### config.mk
export PLATFORM = sky130hd
export DESIGN_NAME = uart_tx_scheduler
export DESIGN_NICKNAME = d
export VERILOG_FILES = /design/src/rtl/uart_tx_scheduler.sv
export SDC_FILE = /design/constraint.sdc
export NUM_CORES = 1
export LEC_CHECK = 0
export CAP_MARGIN = 0
export CORE_MARGIN = 2
export CORE_UTILIZATION = 42
export CTS_CLUSTER_SIZE = 10
export DETAILED_ROUTE_END_ITERATION = 12
export HOLD_SLACK_MARGIN = 0.02
export PLACE_DENSITY = 0.76
export SETUP_SLACK_MARGIN = 0.15
export SLEW_MARGIN = 15
export SYNTH_ARGS = -nofsm -noshare
export SYNTH_HDL_FRONTEND = slang
export SYNTH_SLANG_ARGS = --single-unit
### constraint.sdc
create_clock -name clk_100MHz -period 2.1 [get_ports clk_100MHz]
set_input_delay 0.315 -clock clk_100MHz [delete_from_list [all_inputs] [get_ports clk_100MHz]]
set_output_delay 0.315 -clock clk_100MHz [all_outputs]
set_load 0.05 [all_outputs]
### src/rtl/uart_tx_scheduler.sv
// Round-robin arbiter sharing one 8N1 UART tx line; grant and ack land in the same clock that req is seen in IDLE.
// No internal queuing: requesters hold req until their ack, and nothing is granted while a frame is in flight.
module uart_tx_scheduler #(
   parameter int NUM_REQ = 4,
   parameter int DBITS   = 8,
   parameter int SB_TICK = 16,
   parameter int OS      = 16
) (
   input  logic                         clk_100MHz,
   input  logic                         reset,
   input  logic                         tick,
   input  logic [NUM_REQ-1:0]           req,
   input  logic [NUM_REQ*DBITS-1:0]     data_in,
   output logic [NUM_REQ-1:0]           ack,
   output logic [$clog2(NUM_REQ)-1:0]   grant_id,
   output logic                         busy,
   output logic                         tx
);
   localparam int PW   = $clog2(NUM_REQ);
   localparam int TMAX = (OS > SB_TICK) ? OS : SB_TICK;
   localparam int TW   = (TMAX > 1) ? $clog2(TMAX) : 1;
   localparam int BW   = (DBITS > 1) ? $clog2(DBITS) : 1;

   localparam logic [TW-1:0] OS_LAST = TW'(OS - 1);
   localparam logic [TW-1:0] SB_LAST = TW'(SB_TICK - 1);
   localparam logic [BW-1:0] DB_LAST = BW'(DBITS - 1);
   localparam logic [PW-1:0] PTR_MAX = PW'(NUM_REQ - 1);

   localparam logic [1:0] S_IDLE  = 2'd0;
   localparam logic [1:0] S_START = 2'd1;
   localparam logic [1:0] S_DATA  = 2'd2;
   localparam logic [1:0] S_STOP  = 2'd3;

   logic [1:0]       state_q, state_d;
   logic [PW-1:0]    ptr_q, ptr_d;
   logic [TW-1:0]    tcnt_q, tcnt_d;
   logic [BW-1:0]    bcnt_q, bcnt_d;
   logic [DBITS-1:0] shift_q, shift_d;
   logic [PW-1:0]    gid_q, gid_d;
   logic             busy_q, busy_d;

   logic [PW-1:0]    win;
   logic [PW-1:0]    idx;
   logic             req_any;
   logic             grant_c;

   // Scan from the farthest candidate back to ptr so the nearest set bit wins.
   always_comb begin
      win     = ptr_q;
      idx     = ptr_q;
      req_any = 1'b0;
      for (int k = NUM_REQ - 1; k >= 0; k--) begin
         idx = PW'((int'(ptr_q) + k) % NUM_REQ);
         if (req[idx]) begin
            win     = idx;
            req_any = 1'b1;
         end
      end
   end

   assign grant_c = (state_q == S_IDLE) && req_any;

   always_comb begin
      ack = '0;
      if (grant_c && !reset) ack[win] = 1'b1;
   end

   always_comb begin
      case (state_q)
         S_START: tx = 1'b0;
         S_DATA:  tx = shift_q[0];
         default: tx = 1'b1;
      endcase
   end

   always_comb begin
      state_d = state_q;
      ptr_d   = ptr_q;
      tcnt_d  = tcnt_q;
      bcnt_d  = bcnt_q;
      shift_d = shift_q;
      gid_d   = gid_q;
      busy_d  = busy_q;
      case (state_q)
         S_IDLE: begin
            if (grant_c) begin
               for (int i = 0; i < NUM_REQ; i++)
                  if (win == PW'(i)) shift_d = data_in[i*DBITS +: DBITS];
               gid_d   = win;
               ptr_d   = (win == PTR_MAX) ? '0 : win + 1'b1;
               tcnt_d  = '0;
               busy_d  = 1'b1;
               state_d = S_START;
            end
         end
         S_START: begin
            if (tick) begin
               if (tcnt_q == OS_LAST) begin
                  tcnt_d  = '0;
                  bcnt_d  = '0;
                  state_d = S_DATA;
               end else begin
                  tcnt_d = tcnt_q + 1'b1;
               end
            end
         end
         S_DATA: begin
            if (tick) begin
               if (tcnt_q == OS_LAST) begin
                  tcnt_d  = '0;
                  shift_d = shift_q >> 1;
                  if (bcnt_q == DB_LAST) state_d = S_STOP;
                  else                   bcnt_d  = bcnt_q + 1'b1;
               end else begin
                  tcnt_d = tcnt_q + 1'b1;
               end
            end
         end
         default: begin
            if (tick) begin
               if (tcnt_q == SB_LAST) begin
                  tcnt_d  = '0;
                  busy_d  = 1'b0;
                  state_d = S_IDLE;
               end else begin
                  tcnt_d = tcnt_q + 1'b1;
               end
            end
         end
      endcase
   end

   always_ff @(posedge clk_100MHz or posedge reset) begin
      if (reset) begin
         state_q <= S_IDLE;
         ptr_q   <= '0;
         tcnt_q  <= '0;
         bcnt_q  <= '0;
         shift_q <= '0;
         gid_q   <= '0;
         busy_q  <= 1'b0;
      end else begin
         state_q <= state_d;
         ptr_q   <= ptr_d;
         tcnt_q  <= tcnt_d;
         bcnt_q  <= bcnt_d;
         shift_q <= shift_d;
         gid_q   <= gid_d;
         busy_q  <= busy_d;
      end
   end

   assign grant_id = gid_q;
   assign busy     = busy_q;

endmodule
Word level (Yosys, flattened, before mapping)
Index checks and enable logic that the tools add are counted.
- word-level logic and storage cells: 104
- bits in registers: 22
- output and inout port bits: 8
- bits of input ports: 39
- bitwise logic cells: 1
- eq/ne operators: 15
- add/subtract/negate cells: 6
- reduce and logical (&&, ||, !) cells: 17
- muxes and demuxes: 52
- magnitude comparators: 6
- operator list (operator ; count):
    8-bit 2-to-1 mux ; 7
    2-bit 2-to-1 mux ; 13
    4-bit 2-to-1 mux ; 5
    8-bit case mux with 2 select lines ; 1
    2-bit by 3-bit < comparator with 1-bit output (second input constant) ; 5
    3-bit 2-to-1 mux ; 5
    2-bit != test (second input constant) ; 7
    1-bit 2-to-1 mux ; 12
    1-bit binary-select mux with 2-bit select ; 4
    8-bit AND reduction ; 1
    2-bit nonzero test ; 4
    2-bit equality test (second input constant) ; 3
    2-bit case mux with 3 select lines ; 1
    3-bit case mux with 2 select lines ; 1
    6-bit AND reduction ; 1
    5-bit by 1-bit != test with 1-bit output (second input constant) ; 1
    5-bit AND reduction ; 1
    2-bit by 1-bit adder with 2-bit output (second input constant) ; 2
    2-bit adder (second input constant) ; 2
    4-bit by 1-bit adder with 4-bit output (second input constant) ; 1
    2-bit by 1-bit equality test with 1-bit output (second input constant) ; 2
    4-bit equality test (second input constant) ; 1
    2-bit zero test ; 2
    1-bit case mux with 2 select lines ; 2
    10 further kinds ; 13

Longest topological paths before layout
Gate-level depths: netlist (run 1).
- word-level depth: 14
- depth in mapped cells: 10
- depth with buffers taken out: 9

Worst setup path after synthesis (run 1)
OpenSTA, ideal clock, no wires.
- path kind: reg-to-output
- start point: register ptr_q[1]
- end point: output ack[3]
- data required time: 1.785 ns
- buffers on the path: 0
- setup slack: -0.641 ns
- arrival: 2.426 ns
- stages on the path, launching flop included: 8
- cells stage by stage: dfrtp_1 > nor3b_1 > o22a_1 > o22ai_1 > inv_1 > ha_1 > clkinv_1 > nor3_1
- word-level cells in the longest chain between the ends: 12
- elaborated cells between the ends (all ways): 27
- classes of those cells: add/sub (3); order compare (2); mux (19); reduce/logical (3)
- RTL lines (element ; line ; source):
    from (decl) ; 35 ; logic [PW-1:0] ptr_q, ptr_d;
    from (signal assigned) ; 144 ; ptr_q <= ptr_d;
    2-bit adder ; 53 ; idx = PW'((int'(ptr_q) + k) % NUM_REQ);
    1-bit binary-select mux with 2-bit select ; 54 ; if (req[idx]) begin
    1-bit 2-to-1 mux (implied by the code) ; 54 ;
    2-bit 2-to-1 mux (3 in a row) ; 54 ;
    2-bit 2-to-1 mux (*) ; 54 ;
    net win[1] ; 42 ; logic [PW-1:0] win;
    2-bit by 3-bit < comparator with 1-bit output (implied by the code) or 2-bit by 1-bit greater-or-equal comparator with 1-bit output (tied branches) ; 65 ; if (grant_c && !reset) ack[win] = 1'b1;
    1-bit logical AND (implied by the code) ; 65 ;
    1-bit 2-to-1 mux (implied by the code) ; 65 ;
    1-bit demux with 2-bit select (*) ; 65 ;
    4-bit 2-to-1 mux (*) ; 65 ;
    to (decl) ; 14 ; output logic [NUM_REQ-1:0] ack,
Mark *: on every way through the listed nets, which the timed path passes. The rest lies on a longest branch. The select of a mux whose other input is x is not followed.

Final worst setup path (run 1)
- start point: register ptr_q[1]
- end point: output ack[1]
- word-level cells in the longest chain between the ends: 12
- elaborated cells between the ends (all ways): 27
- classes of those cells: add/sub (3); order compare (2); mux (19); reduce/logical (3)
- RTL lines (element ; line):
    2-bit adder ; 53
    1-bit binary-select mux with 2-bit select ; 54
    1-bit 2-to-1 mux (implied by the code) ; 54
    2-bit 2-to-1 mux (4 in a row) ; 54
    2-bit by 3-bit < comparator with 1-bit output (implied by the code) or 2-bit by 1-bit greater-or-equal comparator with 1-bit output (tied branches) ; 65
    1-bit logical AND (implied by the code) ; 65
    1-bit 2-to-1 mux (implied by the code) ; 65
    1-bit demux with 2-bit select ; 65
    4-bit 2-to-1 mux (*) ; 65
Mark *: on every way between the ends. The rest lies on a longest branch, timed or not. The select of a mux whose other input is x is not followed.

==> run metrics, run 1 <==
Via Count=1508; die width=between 60 and 70 microns; EDFF count, synth=0; Pins Over Slew Limit=0; Starting Density=0.449; Slew Limit Headroom=0.641; worst skew pair latency=~310 ps; Multi-input gate area=between 1000 and 1500 sq um; post-DP HPWL=~3.3 mm; First-pass DRT Iterations=4; crit-path max FO=5; nets=282; Row Count=21; Worst-Margin Slew=538 ps; Yosys reg bits=22; Via density=approximately 5.4; CTS Buf Count=3; Final period util=1.06; Syn Inst Count=between 150 and 200; most frequent cells in the layout=clkdlybuf4s50_1, dfrtp_1, buf_4; Core Region=~3400 sq um; sequential area share after synthesis=0.359; CP arrival=1920 ps; fraction of registers with async set/reset=1.00; Net Sw Power=1.50 mW; GRT Util Overall=0.220; Post-Syn Nets=~210; die height=around 64 microns; status=finished with violations; final std cells w/o fill=277; CTS clk-pin slew, worst paths=roughly 140 ps; PortBufs=46; Clk network pwr share=0.094; Pint=2.08 mW; final setup margin=-133 ps; # IOs=47; combinational share of power=0.695; YS warnings=0; Worst setup EP type=output pin; CP Class=reg2out; number of cells after detailed placement=between 200 and 300; largest net degree at the start of global routing=16; deepest clock path buffer count=2; Synth Cell Area=1540 sq um; layout cell share with drive strength beyond 1=0.385; diode count=0; first-pass GRT wire length=around 7 mm; ANT nets after route=0; ys flop type=dfrtp_1; Leak Pwr=between 1 and 1.5 nW; drt wl/cell=around 17 microns; hold slack=between 300 and 400 ps; Hold Violations, Final=0; maximum VDD drop=between 0.0006 and 0.0007 V; Iter 0 DRT Violations=between 50 and 60; Yosys cell types=41; RSZ-0062 raised after global routing=true; Setup TNS Final=-1280 ps; max frequency=roughly 450 MHz; # setup viols final=12; final core utilization=0.777; CP Launch Type=flop; total chip power=3.58 mW; DRC viols=0; sw frac=0.419; Tmin final=2230 ps; CTS tree=yes; failing checks=negative setup slack; Worst EP required=1780 ps; Root Driver=clkbuf_4; Clock Sinks=22; type of the most critical hold path=in2async; register area=roughly 550 sq um; vias in the first global route=roughly 1600; GP Congestion=0.842; Avg Cell Area, Syn=between 9 and 10 sq um; # Max-Cap Violations=0; Post-Route WL=around 4.7 mm; Seq pwr share=0.211; H-tree depth=1; antenna violations before repair=0; PD cells=between 1000 and 1500 nW/um^2; # fillers=around 220; die area=4160 sq um; Area Overhead vs Synth=72.9%; GRT overflow=0; most common cell after layout, fill and taps aside=clkdlybuf4s50_1; Final Skew=around 6.5 ps
==> registers in the layout (all words and copies together) (netlist names) <==
signal    cells
tcnt_q        4
state_q       2
shift_q       8
busy          1
bcnt_q        3
grant_id      2
ptr_q         2
==> power groups by stage <==
stage / sequential [mW] / clock [mW] / combinational, mW
detailed placement: 0.750 / 0 / 1.94
floorplan: 0.795 / 0 / 1.31
finish: 0.754 / 0.336 / 2.49
CTS: 0.745 / 0.337 / 2.22
global route: 0.773 / 0.366 / 2.65
global placement: 0.737 / 0 / 1.86
==> final cells by class <==
| type | count | share of cell area |
|---|---|---|
| flip-flops and latches | 22 | 0.207 |
| well taps | 46 | 0.0217 |
| repair buffers | 73 | 0.277 |
| clock buffers | 3 | 0.00848 |
| inverters | 10 | 0.0189 |
| clock inverters | 1 | 0.0113 |
| multi-input cells | 122 | 0.455 |
==> worst max-delay path, stage by stage (launching register included) <==
cell and delay, ps:
dfrtp_1 460, nor3b_2 180, o22a_1 200, o22ai_4 140, buf_4 150, ha_4 160
and2_2 180, buf_12 140
==> through the flow <==
step	setup WS, ps	instance area, sq um
6_report	-133	2660
5_1_grt	-229	2660
4_1_cts	-143	2520
3_5_place_dp	-700	2290
3_3_place_gp	-559	2290
2_1_floorplan	78.2	1640
==> layer usage <==
metal  vias to the layer above  share of wire  GRT usage
li1                        728              -          -
met5                         -              0          0
met3                         6          0.051     0.0382
met1                       717           0.39      0.249
met2                        57           0.55      0.427
met4                         0          0.013     0.0452
==> cells by family (layout without fill, tap and decap cells) <==
group,Yosys count,count (layout),synth area share
compound gates,43,43,0.192
xor+xnor,1,1,0.00571
fa+ha+maj,11,11,0.0896
buf+inv,15,87,0.0416
flops,22,22,0.359
mux,21,21,0.149
simple gates,46,46,0.163
==> Yosys cell counts, types with 2 or more instances <==
cell | n | share of area
mux2_2 | 11 | 0.081
o22ai_1 | 8 | 0.033
nor2b_1 | 4 | 0.016
nor3_1 | 2 | 0.0065
dfrtp_1 | 22 | 0.36
nor2_1 | 11 | 0.027
o21ai_0 | 10 | 0.033
and2_1 | 5 | 0.020
a21oi_1 | 5 | 0.016
a22o_1 | 2 | 0.011
inv_1 | 9 | 0.022
ha_1 | 11 | 0.090
nand2b_1 | 3 | 0.012
mux2i_1 | 9 | 0.059
nand2_1 | 11 | 0.027
a221oi_1 | 7 | 0.040
nand3_1 | 3 | 0.0098
buf_2 | 3 | 0.0098
==> path summary, 6_finish.rpt <==
kind	from	to	slack [ps]	cells past startpoint
max	ptr_q[1]$_DFFE_PP0P_	ack[1]	-130	7
min	reset	tcnt_q[3]$_DFFE_PP0P_	380	2
max reg2reg	ptr_q[1]$_DFFE_PP0P_	shift_q[4]$_DFFE_PP0P_	-130	10
min reg2reg	grant_id[0]$_DFFE_PP0P_	grant_id[0]$_DFFE_PP0P_	530	2
max in group asynchronous	reset	shift_q[5]$_DFFE_PP0P_	1190	3
min in group clk_100MHz	grant_id[0]$_DFFE_PP0P_	grant_id[0]$_DFFE_PP0P_	530	2
==> what timing repair did <==
item / in CTS / in global routing
setup buffers: 9 / 3
endpoints found under the setup margin: 13 / 13
gates resized for setup: 25 / 17
hold buffers: 0 / 0
pin swaps: 7 / 2
Note: power is estimated with default switching activity, not from simulation.
==> run 2: changes to the inputs <==
Settings changed: SLEW_MARGIN 15 to not set.
==> results of run 2 <==
No change in the layout: final DEF, timing and power equal those of run 1.
==> run 3: changes to the inputs <==
Settings changed: CORE_UTILIZATION 42 to 56, DONT_BUFFER_PORTS set to 1, PLACE_DENSITY 0.76 to 0.74.
==> run metrics, run 3 (synthesis results as in run 1) <==
status=finished with violations; failing checks=negative setup slack; layout cell share with drive strength beyond 1=0.368 (-0.0175); largest net degree at the start of global routing=23 (+7); worst skew pair latency=320 ps (about the same); CTS clk-pin slew, worst paths=140 ps (about the same); WHS Endpoint=tcnt_q[1]$_DFFE_PP0P_; antenna violations before repair=0 (unchanged); post-DP HPWL=2.65 mm (-21%); r2r setup slk=-100 ps (+30 ps); DRC viols=0 (unchanged); max frequency=446 MHz (-0.41%); PortBufs=0 (-100%); most common cell after layout, fill and taps aside=dfrtp_1; final std cells w/o fill=204 (-26%); reg-to-reg endpoint=shift_q[2]$_DFFE_PP0P_; GRT overflow=0 (unchanged); CTS Buf Count=3 (unchanged); Root Driver=clkbuf_4; hold slack=238 ps (-137 ps); # Max-Cap Violations=0 (unchanged); drt wl/cell=17.8 microns (+5.7%); most frequent cells in the layout=dfrtp_1, buf_4, nor2_1, nand2_1; die area=3180 sq um (-24%); RSZ-0062 raised after global routing=true; top flop regs=shift_q: 8 flops, tcnt_q: 4 flops, bcnt_q: 3 flops; First-pass DRT Iterations=4 (unchanged); Worst-Margin Slew=489 ps (-48.5 ps); Placed Area=1750 sq um (-24%); nets=225 (-20%); Iter 0 DRT Violations=52 (-7.1%); maximum VDD drop=0.00115 V (+82%); Pins Over Slew Limit=0 (unchanged); die height=56.4 microns (-13%); H-tree depth=1 (unchanged); final core utilization=0.776 (-0.000986); number of flip-flops in the largest register=8 (unchanged); first-pass GRT wire length=5.99 mm (-16%); Via Count=1281 (-15%); CP Launch Type=flop; vias in the first global route=1341 (-14%); Slew Limit Headroom=0.674 (+0.0327); Post-Route WL=3.64 mm (-22%); Worst EP required=1780 ps (about the same); Setup TNS Final=-959 ps (+318 ps); hold path cells=3; Final Skew=16.4 ps (+9.83 ps); Worst setup EP type=output pin; FF-to-FF Start=ptr_q[1]$_DFFE_PP0P_; die width=56.4 microns (-13%); # IOs=47 (unchanged); GP Congestion=0.810 (-3.8%); Finished Cell Area=1980 sq um (-26%); Largest Register=shift_q; final setup margin=-142 ps (-9.25 ps); CP arrival=1930 ps (about the same); Via density=6.28 (+15%); Leak Pwr=0.836 nW (-25%); Area Overhead vs Synth=28.7%; R2R depth=9 (-1); number of cells after detailed placement=192 (-26%); ANT nets after route=0 (unchanged); Hold Violations, Final=0 (unchanged); total chip power=3.07 mW (-14%); Tmin final=2240 ps (+9.25 ps); crit-path max FO=5 (unchanged); worst slack at placement=-83.9 ps (+616 ps); Starting Density=0.603 (+0.154); GRT Util Overall=0.237 (+0.0169); # setup viols final=12 (unchanged); PD cells=1560 nW/um^2 (+16%); CTS tree=yes; Clock Sinks=22 (unchanged); Core Region=2540 sq um (-25%); Hold Startpoint=tick; CP Class=reg2out; diode count=0 (unchanged); Final period util=1.07 (+0.00440); type of the most critical hold path=in2reg; deepest clock path buffer count=2 (unchanged); Row Count=18 (-14%)
## run 3: how the worst max path moves through the flow
stage	depth (start not counted)	end	slack, ps	start
after floorplan	9	shift_q[2]$_DFFE_PP0P_	80	ptr_q[1]$_DFFE_PP0P_
after global placement	9	shift_q[2]$_DFFE_PP0P_	20	ptr_q[1]$_DFFE_PP0P_
after detailed placement	9	shift_q[5]$_DFFE_PP0P_	-80	ptr_q[1]$_DFFE_PP0P_
after CTS	8	ack[3]	-140	ptr_q[1]$_DFFE_PP0P_
after global routing	8	ack[3]	-250	ptr_q[1]$_DFFE_PP0P_
final	8	ack[3]	-140	ptr_q[1]$_DFFE_PP0P_
## run 3: power breakdown
group / switching (mW) / leakage [nW] / internal, mW
logic: 0.956 / 0.541 / 0.954
registers: 0.230 / 0.267 / 0.600
clock network: 0.140 / 0.0279 / 0.193
total: 1.33 / 0.836 / 1.75
## run 3: per-layer routing
metal / up-vias / wire, microns / track usage
li1: 613 / - / -
met1: 624 / 1460 / 0.284
met2: 33 / 1940 / 0.440
met3: 11 / 168 / 0.0346
met4: 0 / 70 / 0.0578
met5: - / 0 / 0
## run 3: worst max-delay path, stage by stage, from the launching register on
cell	delay (ps)
dfrtp_1	410
nor3b_2	200
o22a_1	190
o22ai_4	100
inv_2	110
ha_4	190
clkinv_4	70
nor3_4	190
buf_12	160
## run 3: cell type report
| type | instances | area (sq um) |
|---|---|---|
| inverters | 10 | 42.5 |
| flip-flops and latches | 22 | 551 |
| repair buffers | 16 | 160 |
| multi-input cells | 122 | 1130 |
| fillers | 158 | 569 |
| well taps | 30 | 37.5 |
| clock buffers | 3 | 22.5 |
| clock inverters | 1 | 30.0 |
## run 3: what timing repair did
action	4_1_cts	5_1_grt
pin swaps	9	1
buffers inserted	6	1
hold endpoints to repair	22	0
endpoints found under the setup margin	13	13
resized for setup	16	6
hold buffers	1	0
gates cloned	0	0
